File: config.mk
export PLATFORM = sky130hd
export DESIGN_NAME = fetch_unit
export DESIGN_NICKNAME = d
export VERILOG_FILES = /design/src/rtl/fetch_pkg.sv /design/src/rtl/fetch_queue.sv /design/src/rtl/fetch_unit.sv
export SDC_FILE = /design/constraint.sdc
export NUM_CORES = 1
export LEC_CHECK = 0
export BUFFER_PORTS_ARGS = -buffer_cell sky130_fd_sc_hd__buf_2
export CORE_AREA = 2 2 162 164
export DETAILED_ROUTE_END_ITERATION = 7
export DIE_AREA = 0 0 164 166
export PLACE_DENSITY = 0.75
export RECOVER_POWER = 50
export SETUP_SLACK_MARGIN = 0.02
export SLEW_MARGIN = 20
export SYNTH_ARGS = -nofsm -noshare
export SYNTH_HDL_FRONTEND = slang
export SYNTH_SLANG_ARGS = --single-unit
File: constraint.sdc
create_clock -name clk -period 3.95 [get_ports clk]
set_clock_uncertainty 0.15 [all_clocks]
set_input_delay 0.395 -clock clk [delete_from_list [all_inputs] [get_ports clk]]
set_output_delay 0.395 -clock clk [all_outputs]
set_load 0.005 [all_outputs]
File: src/rtl/fetch_pkg.sv
// Shared types for the instruction-fetch front end.
//   NOP_INST      : word presented to decode when no instruction is available
//   fetch_state_e : fetch request FSM states
//   fetch_entry_t : one prefetch-queue entry {instruction, address + 4}
package fetch_pkg;

    localparam logic [31:0] NOP_INST = 32'h0000_0000;

    typedef enum logic [1:0] {
        IDLE    = 2'd0,
        FETCH   = 2'd1,
        DISCARD = 2'd2
    } fetch_state_e;

    typedef struct packed {
        logic [31:0] inst;
        logic [31:0] pc_plus4;
    } fetch_entry_t;

endpackage

File: src/rtl/fetch_queue.sv
// Prefetch FIFO of fetch_entry_t, DEPTH entries (power of two, >= 2).
//   clk, rst_n   : clock, asynchronous active-low reset
//   flush_i      : single-cycle flush; overrides push and pop
//   push_i       : write push_data_i at the tail
//   pop_i        : drop the head entry (ignored when empty)
//   head_o       : current head entry (undefined when empty_o=1)
//   count_o      : number of valid entries, 0..DEPTH
//   full_o       : count_o == DEPTH
//   empty_o      : count_o == 0
module fetch_queue
    import fetch_pkg::*;
#(
    parameter int DEPTH = 4
) (
    input  logic                     clk,
    input  logic                     rst_n,
    input  logic                     flush_i,
    input  logic                     push_i,
    input  fetch_entry_t             push_data_i,
    input  logic                     pop_i,
    output fetch_entry_t             head_o,
    output logic [$clog2(DEPTH):0]   count_o,
    output logic                     full_o,
    output logic                     empty_o
);

    localparam int AW = $clog2(DEPTH);
    localparam int CW = AW + 1;

    fetch_entry_t     mem_q [DEPTH];
    logic [AW-1:0]    wr_ptr_q;
    logic [AW-1:0]    rd_ptr_q;
    logic [CW-1:0]    count_q;
    logic             do_push;
    logic             do_pop;

    assign empty_o = (count_q == '0);
    assign full_o  = (count_q == CW'(DEPTH));
    assign count_o = count_q;
    assign head_o  = mem_q[rd_ptr_q];

    // A full queue still accepts a push when the head leaves in the same cycle.
    assign do_pop  = pop_i && !empty_o;
    assign do_push = push_i && (!full_o || do_pop);

    always_ff @(posedge clk or negedge rst_n) begin
        if (!rst_n) begin
            wr_ptr_q <= '0;
            rd_ptr_q <= '0;
            count_q  <= '0;
        end else if (flush_i) begin
            wr_ptr_q <= '0;
            rd_ptr_q <= '0;
            count_q  <= '0;
        end else begin
            if (do_push) wr_ptr_q <= wr_ptr_q + 1'b1;
            if (do_pop)  rd_ptr_q <= rd_ptr_q + 1'b1;
            count_q <= count_q + CW'(do_push) - CW'(do_pop);
        end
    end

    always_ff @(posedge clk) begin
        if (do_push && !flush_i) mem_q[wr_ptr_q] <= push_data_i;
    end

endmodule

File: src/rtl/fetch_unit.sv
// Instruction-fetch front end feeding the IF/ID register.
// Issues sequential word fetches over a req/ack handshake (one outstanding
// request), buffers results in a prefetch queue and presents the queue head
// to decode. Branch redirects flush the queue and restart fetching.
//   clk, rst_n          : clock, asynchronous active-low reset
//   imem_req/imem_addr  : fetch request and word-aligned address
//   imem_ack/imem_rdata : one-cycle completion pulse and fetched word
//   stall               : decode cannot take the head this cycle
//   redirect_valid/_pc  : taken branch and its target
//   inst_valid/inst_out/inst_pc_plus4 : queue head to decode (zeros when empty)
//
// state   | meaning
// IDLE    | no request outstanding; waits for queue space
// FETCH   | request for fetch_pc outstanding; ack pushes into the queue
// DISCARD | stale request outstanding after a redirect; its ack is dropped
module fetch_unit
    import fetch_pkg::*;
#(
    parameter int          DEPTH    = 4,
    parameter logic [31:0] RESET_PC = 32'h0000_0000
) (
    input  logic        clk,
    input  logic        rst_n,
    output logic        imem_req,
    output logic [31:0] imem_addr,
    input  logic        imem_ack,
    input  logic [31:0] imem_rdata,
    input  logic        stall,
    input  logic        redirect_valid,
    input  logic [31:0] redirect_pc,
    output logic        inst_valid,
    output logic [31:0] inst_out,
    output logic [31:0] inst_pc_plus4
);

    localparam int CW = $clog2(DEPTH) + 1;

    fetch_state_e  state_q, state_d;
    logic [31:0]   fetch_pc_q, fetch_pc_d;
    logic [31:0]   hold_addr_q, hold_addr_d;

    logic          q_push;
    logic          q_pop;
    logic          q_full;
    logic          q_empty;
    logic [CW-1:0] q_count;
    logic [CW-1:0] cnt_after;
    fetch_entry_t  q_head;
    fetch_entry_t  push_data;

    fetch_queue #(
        .DEPTH(DEPTH)
    ) u_queue (
        .clk         (clk),
        .rst_n       (rst_n),
        .flush_i     (redirect_valid),
        .push_i      (q_push),
        .push_data_i (push_data),
        .pop_i       (q_pop),
        .head_o      (q_head),
        .count_o     (q_count),
        .full_o      (q_full),
        .empty_o     (q_empty)
    );

    // The request line is a pure function of state, so reset drops it at once.
    assign imem_req  = (state_q == FETCH) || (state_q == DISCARD);
    assign imem_addr = (state_q == DISCARD) ? hold_addr_q : fetch_pc_q;

    assign q_pop     = !q_empty && !stall;
    assign q_push    = (state_q == FETCH) && imem_ack && !redirect_valid;
    assign push_data = '{inst: imem_rdata, pc_plus4: fetch_pc_q + 32'd4};

    // Occupancy after this cycle's ack push and any pop.
    assign cnt_after = q_count + CW'(1) - CW'(q_pop);

    always_comb begin
        state_d     = state_q;
        fetch_pc_d  = fetch_pc_q;
        hold_addr_d = hold_addr_q;
        if (redirect_valid) begin
            fetch_pc_d = {redirect_pc[31:2], 2'b00};
            case (state_q)
                FETCH: begin
                    if (imem_ack) begin
                        state_d = FETCH;
                    end else begin
                        state_d     = DISCARD;
                        hold_addr_d = fetch_pc_q;
                    end
                end
                // The stale request keeps its original address until it completes.
                DISCARD: state_d = imem_ack ? FETCH : DISCARD;
                default: state_d = FETCH;
            endcase
        end else begin
            case (state_q)
                IDLE: begin
                    if (q_count < CW'(DEPTH)) state_d = FETCH;
                end
                FETCH: begin
                    if (imem_ack) begin
                        fetch_pc_d = fetch_pc_q + 32'd4;
                        state_d    = (cnt_after < CW'(DEPTH)) ? FETCH : IDLE;
                    end
                end
                DISCARD: begin
                    if (imem_ack) state_d = FETCH;
                end
                default: state_d = IDLE;
            endcase
        end
    end

    always_ff @(posedge clk or negedge rst_n) begin
        if (!rst_n) begin
            state_q     <= IDLE;
            fetch_pc_q  <= RESET_PC;
            hold_addr_q <= RESET_PC;
        end else begin
            state_q     <= state_d;
            fetch_pc_q  <= fetch_pc_d;
            hold_addr_q <= hold_addr_d;
        end
    end

    assign inst_valid    = !q_empty;
    assign inst_out      = q_empty ? NOP_INST : q_head.inst;
    assign inst_pc_plus4 = q_empty ? 32'h0 : q_head.pc_plus4;

    // Requests are only issued with room in the queue, so an ack can never meet a full queue.
    a_no_overflow: assert property (@(posedge clk) disable iff (!rst_n)
        (state_q == FETCH && imem_ack) |-> !q_full);

endmodule
* Yosys cells after proc, flatten, opt, wreduce, memory -nomap -nowiden
Memories as Yosys holds them, arrays and structs flattened. Index checks and enable logic that the tools add are counted.
Cells by class: eq/ne operators 6, magnitude comparators 2, muxes and demuxes 21, bitwise gates (word level) 1, reduce and logical (&&, ||, !) cells 22, add/subtract/negate cells 7
Operators by type and width (count):
- 32-bit 2-to-1 mux | 6
- 32-bit by 3-bit adder with 32-bit output (second input constant) | 1
- 2-bit 2-to-1 mux | 10
- 3-bit inequality test (second input constant) | 3
- 2-bit nonzero test | 4
- 1-bit logical AND | 6
- 3-bit less-than comparator (second input constant) | 2
- 2-bit case mux with 3 select lines | 1
- 3-bit AND reduction | 2
- 3-bit by 1-bit subtractor with 3-bit output | 2
- 2-bit by 1-bit adder with 2-bit output (second input constant) | 2
- 1-bit zero test | 4
- 3-bit by 1-bit adder with 3-bit output | 1
- 3-bit by 1-bit adder with 3-bit output (second input constant) | 1
- 3-bit == test (second input constant) | 1
- 3-bit zero test | 1
- 1-bit 2-to-1 mux | 3
- 3-bit 2-to-1 mux | 1
- 2-bit by 1-bit == test with 1-bit output (second input constant) | 1
- 2-bit == test (second input constant) | 1
- 2-bit zero test | 1
- 1-bit logical OR | 2
- 2-bit AND reduction | 1
- 2-bit OR reduction | 1
- 1-bit NOT | 1
Word-level totals: output and inout bits 98, register bits after elaboration 73, RAM bits 256, memories kept 1
Memories:
- u_queue.mem_q | depth 4, bits a word 64, rd ports 1, clocked after Yosys merged registers in 0, write ports 1, RTL line fetch_queue.sv:30 | fetch_entry_t mem_q [DEPTH];

* Logic depth before layout (Yosys ltp)
depth in word-level cells 9, depth in mapped cells 11, depth with buffers taken out 10

* Hierarchy
From an unflattened synthesis, not the netlist that was laid out.
Second synthesis, totals: cells, all modules 874, area total of the unflattened synthesis 14174.8 sq um
Modules (own cells, without submodules):
- fetch_queue | cells each 379, area each 9718.1 sq um, times used 1, sequential area each 7862.5 sq um
- fetch_unit | cells each 495, area each 4456.8 sq um, times used 1, sequential area each 1551.5 sq um

* Least setup slack after synthesis
Ideal clock, no wire load.
path kind flip-flop to flip-flop, start point reg state_q[1], end point mem u_queue.mem_q[0][10] (netlist bit) (enable), setup slack 567 ps, library setup time 426 ps, cell stages (with the launch flop) 6, period minus slack after synthesis 3383 ps, data arrival time 2806 ps, cells stage by stage dfrtp_1 inv_1 ha_1 nand2_2 a311oi_2 and2_1
On the way: longest elaborated chain between the ends 7
Ends and longest elaborated chain:
- start, declared | RTL line fetch_unit.sv:38 | fetch_state_e state_q, state_d;
- start signal, assigned | RTL line fetch_unit.sv:121 | state_q <= state_d;
- 2-bit by 1-bit == test with 1-bit output | RTL line fetch_unit.sv:71 | assign q_push = (state_q == FETCH) && imem_ack && !redirect_valid;
- 1-bit logical AND (2 in series) | RTL line fetch_unit.sv:71
- 1-bit logical AND | RTL line fetch_queue.sv:44 | assign do_push = push_i && (!full_o || do_pop);
- 1-bit logical AND | RTL line fetch_queue.sv:63 | if (do_push && !flush_i) mem_q[wr_ptr_q] <= push_data_i;
- 1-bit 2-to-1 mux | RTL line fetch_queue.sv:63
- 1-bit 2-to-1 mux (implied by the code) | RTL line fetch_queue.sv:63
- end, declared | RTL line fetch_queue.sv:30
No other way between the ends.

* Final worst setup path
start point reg u_queue.count_q[2], in the netlist u_queue.count_o[2], end point out inst_pc_plus4[15]
On the way: longest elaborated chain between the ends 2
Ends and longest elaborated chain:
- start, declared | RTL line fetch_queue.sv:33 | logic [CW-1:0] count_q;
- start signal, assigned | RTL line fetch_queue.sv:58 | count_q <= count_q + CW'(do_push) - CW'(do_pop);
- 3-bit zero test | RTL line fetch_queue.sv:37 | assign empty_o = (count_q == '0);
- 32-bit 2-to-1 mux | RTL line fetch_unit.sv:129 | assign inst_pc_plus4 = q_empty ? 32'h0 : q_head.pc_plus4;
- end, declared | RTL line fetch_unit.sv:33 | output logic [31:0] inst_pc_plus4
No other way between the ends.

==> key figures <==
Timing
  • Final setup viols: 0
  • Tcrit/Tclk final: approximately 87%
  • Max Slew Vio Count: 95
  • Tightest Pin Transition: about 1.6 ns
  • Endpoints failing hold: 0
  • Final min period: 3.42 ns
  • Rel. slew slack: -7.75%
  • Fmax: approximately 290 MHz
  • RSZ-0062 raised after global routing: no
  • Setup TNS: 0 ns
  • Worst hold slack: ~0.03 ns

Setup path
  • Flop-to-flop setup slack: between 0.6 and 0.7 ns
  • FF-to-FF Start: state_q[1]
  • Critical Path RT: around 3.4 ns
  • Crit-path slowest cell: clkbuf_2
  • RR Endpoint: u_queue.mem_q[2][34]
  • Worst setup EP type: primary output
  • Worst-path fanout max: 64
  • CP Cell Sequence: nor3_2, clkbuf_2, nor2b_1, buf_2
  • CP arrival: approximately 2.9 ns
  • Critical Path Max Stage Delay: approximately 1.1 ns
  • Worst Setup Start Kind: register
  • CP Class: register to primary output
  • Worst reg2reg path depth: 6

Routing
  • Post-DR wirelength/cell: roughly 19 um
  • Vias: about 8000
  • Post-Route WL: around 28000 um
  • TritonRoute pass-1 iters: 7
  • Via/cell ratio: 5.56
  • Routed Antenna Nets: 0
  • Drt initial violations: between 600 and 700
  • DRC: 0

Logic synthesis
  • Post-synthesis async set-or-reset flop share: 21.8%
  • Synth cell types: 56
  • Primary FF master, synth: edfxtp_1
  • Ys Warns: 0
  • Register area share after synthesis: approximately two thirds
  • Netlist Area Pre-Place: roughly 14000 um^2
  • Mapped Avg Cell Area: 15.9 um^2
  • Post-synth EDFFs: around 250
  • Syn Inst Count: 874
  • Register bit total from synthesis: 317

Status
  • Run status: complete, but fails checks
  • Failing checks: max-capacitance violations, max-slew violations

GRT
  • Gr usage total: between 20% and 30%
  • Initial antenna violation count: 0
  • First-pass GRT wire length: between 40000 and 50000 um
  • Largest net degree at the start of global routing: 65
  • Vias in the first global route: ~8100
  • Grt ovf: 0

Die
  • Die width: about 160 um
  • Initial core utilization: between 50% and 60%
  • Die height: around 170 um
  • Core ar.: between 20000 and 30000 um^2
  • Ports: about 170
  • Row count: just under 60
  • Die area: 27200 um^2

Final layout
  • Final Util: approximately 65%
  • Nets: 1169
  • Fraction of layout cells with a size suffix above 1: about 28%
  • Layout area overhead: 18.9%
  • N_diodes: 0
  • Final Instance Area: between 15000 and 20000 um^2
  • Fillers: approximately 1900

Power
  • Sequential Power Share: between 40% and 50%
  • Leakage: slightly below 6 nW
  • Sw Pwr: roughly 2.6 mW
  • Combinational share of power: ~25%
  • Power, Total: between 9 and 10 mW
  • Switching power share of the total: a little over a quarter
  • Clock power share: between 20% and 30%
  • Cell area power density: between 500 and 600 nW/um^2
  • VDD IR max: 0.457 mV
  • Power Internal: 6.92 mW

Place
  • Placed Area: around 15000 um^2
  • Post-DP HPWL: ~18000 um
  • RD Place Congestion: 0.870
  • Port Buffers: 160

Min path
  • Hold Path Depth: 3
  • Hold Crit Endpoint: fetch_pc_q[31]
  • HP Class: input port to register
  • Hold Path Origin: redirect_pc[31]

Clock tree
  • Post-CTS setup buffers: 0
  • Worst-skew pair later-pin latency: 0.54 ns
  • Clk buf depth: 3
  • Reg clk slew, reported paths: roughly 0.06 ns
  • Clock Sinks: 317
  • Post-CTS Resized: 0
  • Num CTS Buffers: 31
  • H-tree lvl count: 1
  • CTS tree: built
  • Root Buffer: clkbuf_16

Run
  • Max-Cap Viols: 2
-- worst max-delay path: cells and delay by family (launching register included) --
kind          cells  cell delay, ns
buf+inv           2            1.33
flops             1            0.47
simple gates      2            0.45
-- repair_timing --
action / 4_1_cts / 5_1_grt
hold endpoints to repair: 185 / 0
hold buffers: 62 / 0
endpoints found under the setup margin: 0 / 0
-- kinds of logic after synthesis --
group,after synthesis,share of synthesized area [%]
AO/OA/AOI/OAI,59,2.79
XOR/XNOR,45,2.84
adder cells (fa/ha/maj),13,1.22
buffers and inverters,84,3.05
flip-flops,317,66.0
multiplexers,116,14.4
other,1,0.0270
AND/OR/NAND/NOR,239,9.65
-- layer usage --
layer / track usage [%] / vias to the layer above / part of all wire [%]
li1: - / 3745 / -
met1: 28.9 / 4029 / 44
met2: 34.8 / 235 / 49
met3: 2.77 / 36 / 5.1
met4: 3.93 / 0 / 1.5
met5: 0 / - / 0
-- area by class of cell --
class,instances,area [um^2],share of cell area [%]
Multi-Input combinational cell,476,4280,25.9
Clock buffer,48,880,5.32
Timing Repair Buffer,243,1610,9.74
Tap cell,335,419,2.54
Sequential cell,317,9180,55.5
Clock inverter,9,96.3,0.583
Inverter,18,67.6,0.409
-- metrics by stage --
| stage | instances | setup WS, ns |
|---|---|---|
| after floorplan | 877 | 0.567 |
| after global placement | 1327 | 0.908 |
| after detailed placement | 1327 | 0.876 |
| after CTS | 1446 | 0.698 |
| after global routing | 1446 | 0.339 |
| final | 1446 | 0.526 |
-- registers in the layout, summed over array words and instances, names as in the netlist --
name	flops
u_queue.wr_ptr_q	2
u_queue.count_o	3
fetch_pc_q	30
hold_addr_q	30
u_queue.mem_q	248
state_q	2
u_queue.rd_ptr_q	2
-- cell usage after synthesis, types with 4 or more instances --
master	number	area [um^2]
nor2_1	36	135
buf_1	4	15.0
a31oi_1	11	68.8
xor2_1	15	131
nor4_1	6	37.5
a311o_1	4	40.0
nor3_1	10	50.1
nand2_1	50	188
o21ai_1	7	35.0
inv_1	17	63.8
buf_4	10	75.1
dfrtp_1	69	1730
edfxtp_1	248	7450
mux4_2	62	1400
buf_6	6	67.6
ha_1	12	150
mux2_2	52	586
xnor2_1	30	263
buf_2	20	100
clkbuf_1	25	93.8
or4_1	9	67.6
o31ai_1	9	67.6
o21ai_0	17	85.1
and4_1	4	35.0
and2_1	5	31.3
nand4_1	19	119
nand3_1	19	95.1
nor2b_1	63	394
-- placed cells by master, fill, tap and decap left out, types with 7 or more instances in the layout --
cell           instances
a31oi_1               11
buf_12                 7
buf_2                125
buf_4                 10
clkbuf_1              50
clkbuf_16             31
dfrtp_1               67
dlygate4sd3_1         62
edfxtp_1             248
ha_1                  12
inv_1                 17
mux2_2                52
mux4_2                62
nand2_1               51
nand3_1               19
nand4_1               21
nor2_1                36
nor2b_1               63
nor3_1                 9
nor4_1                 9
o21ai_0               23
o31ai_1                9
or4_1                  9
xnor2_1               30
xor2_1                15
-- how the worst max path moves through the flow --
stage                                   start              endpoint  slack [ns]  cells past startpoint
after global routing                    rst_n        hold_addr_q[5]        0.34                      4
after global placement             state_q[1]  u_queue.mem_q[0][46]        0.91                      6
after floorplan                    state_q[1]  u_queue.mem_q[0][10]        0.57                      5
after detailed placement           state_q[1]  u_queue.mem_q[0][49]        0.88                      6
final                      u_queue.count_o[2]     inst_pc_plus4[15]        0.53                      4
after CTS                 u_queue.rd_ptr_q[0]      inst_pc_plus4[4]        0.70                      4
-- power groups by stage --
stage | logic, mW | clock network, mW | registers, mW
finish | 2.38 | 2.80 | 4.30
global route | 2.63 | 3.01 | 4.35
CTS | 2.44 | 2.87 | 4.31
detailed placement | 2.39 | 0 | 4.38
global placement | 2.35 | 0 | 4.35
floorplan | 1.71 | 0 | 4.17
No activity file was read; power rests on OpenSTA's default activity.
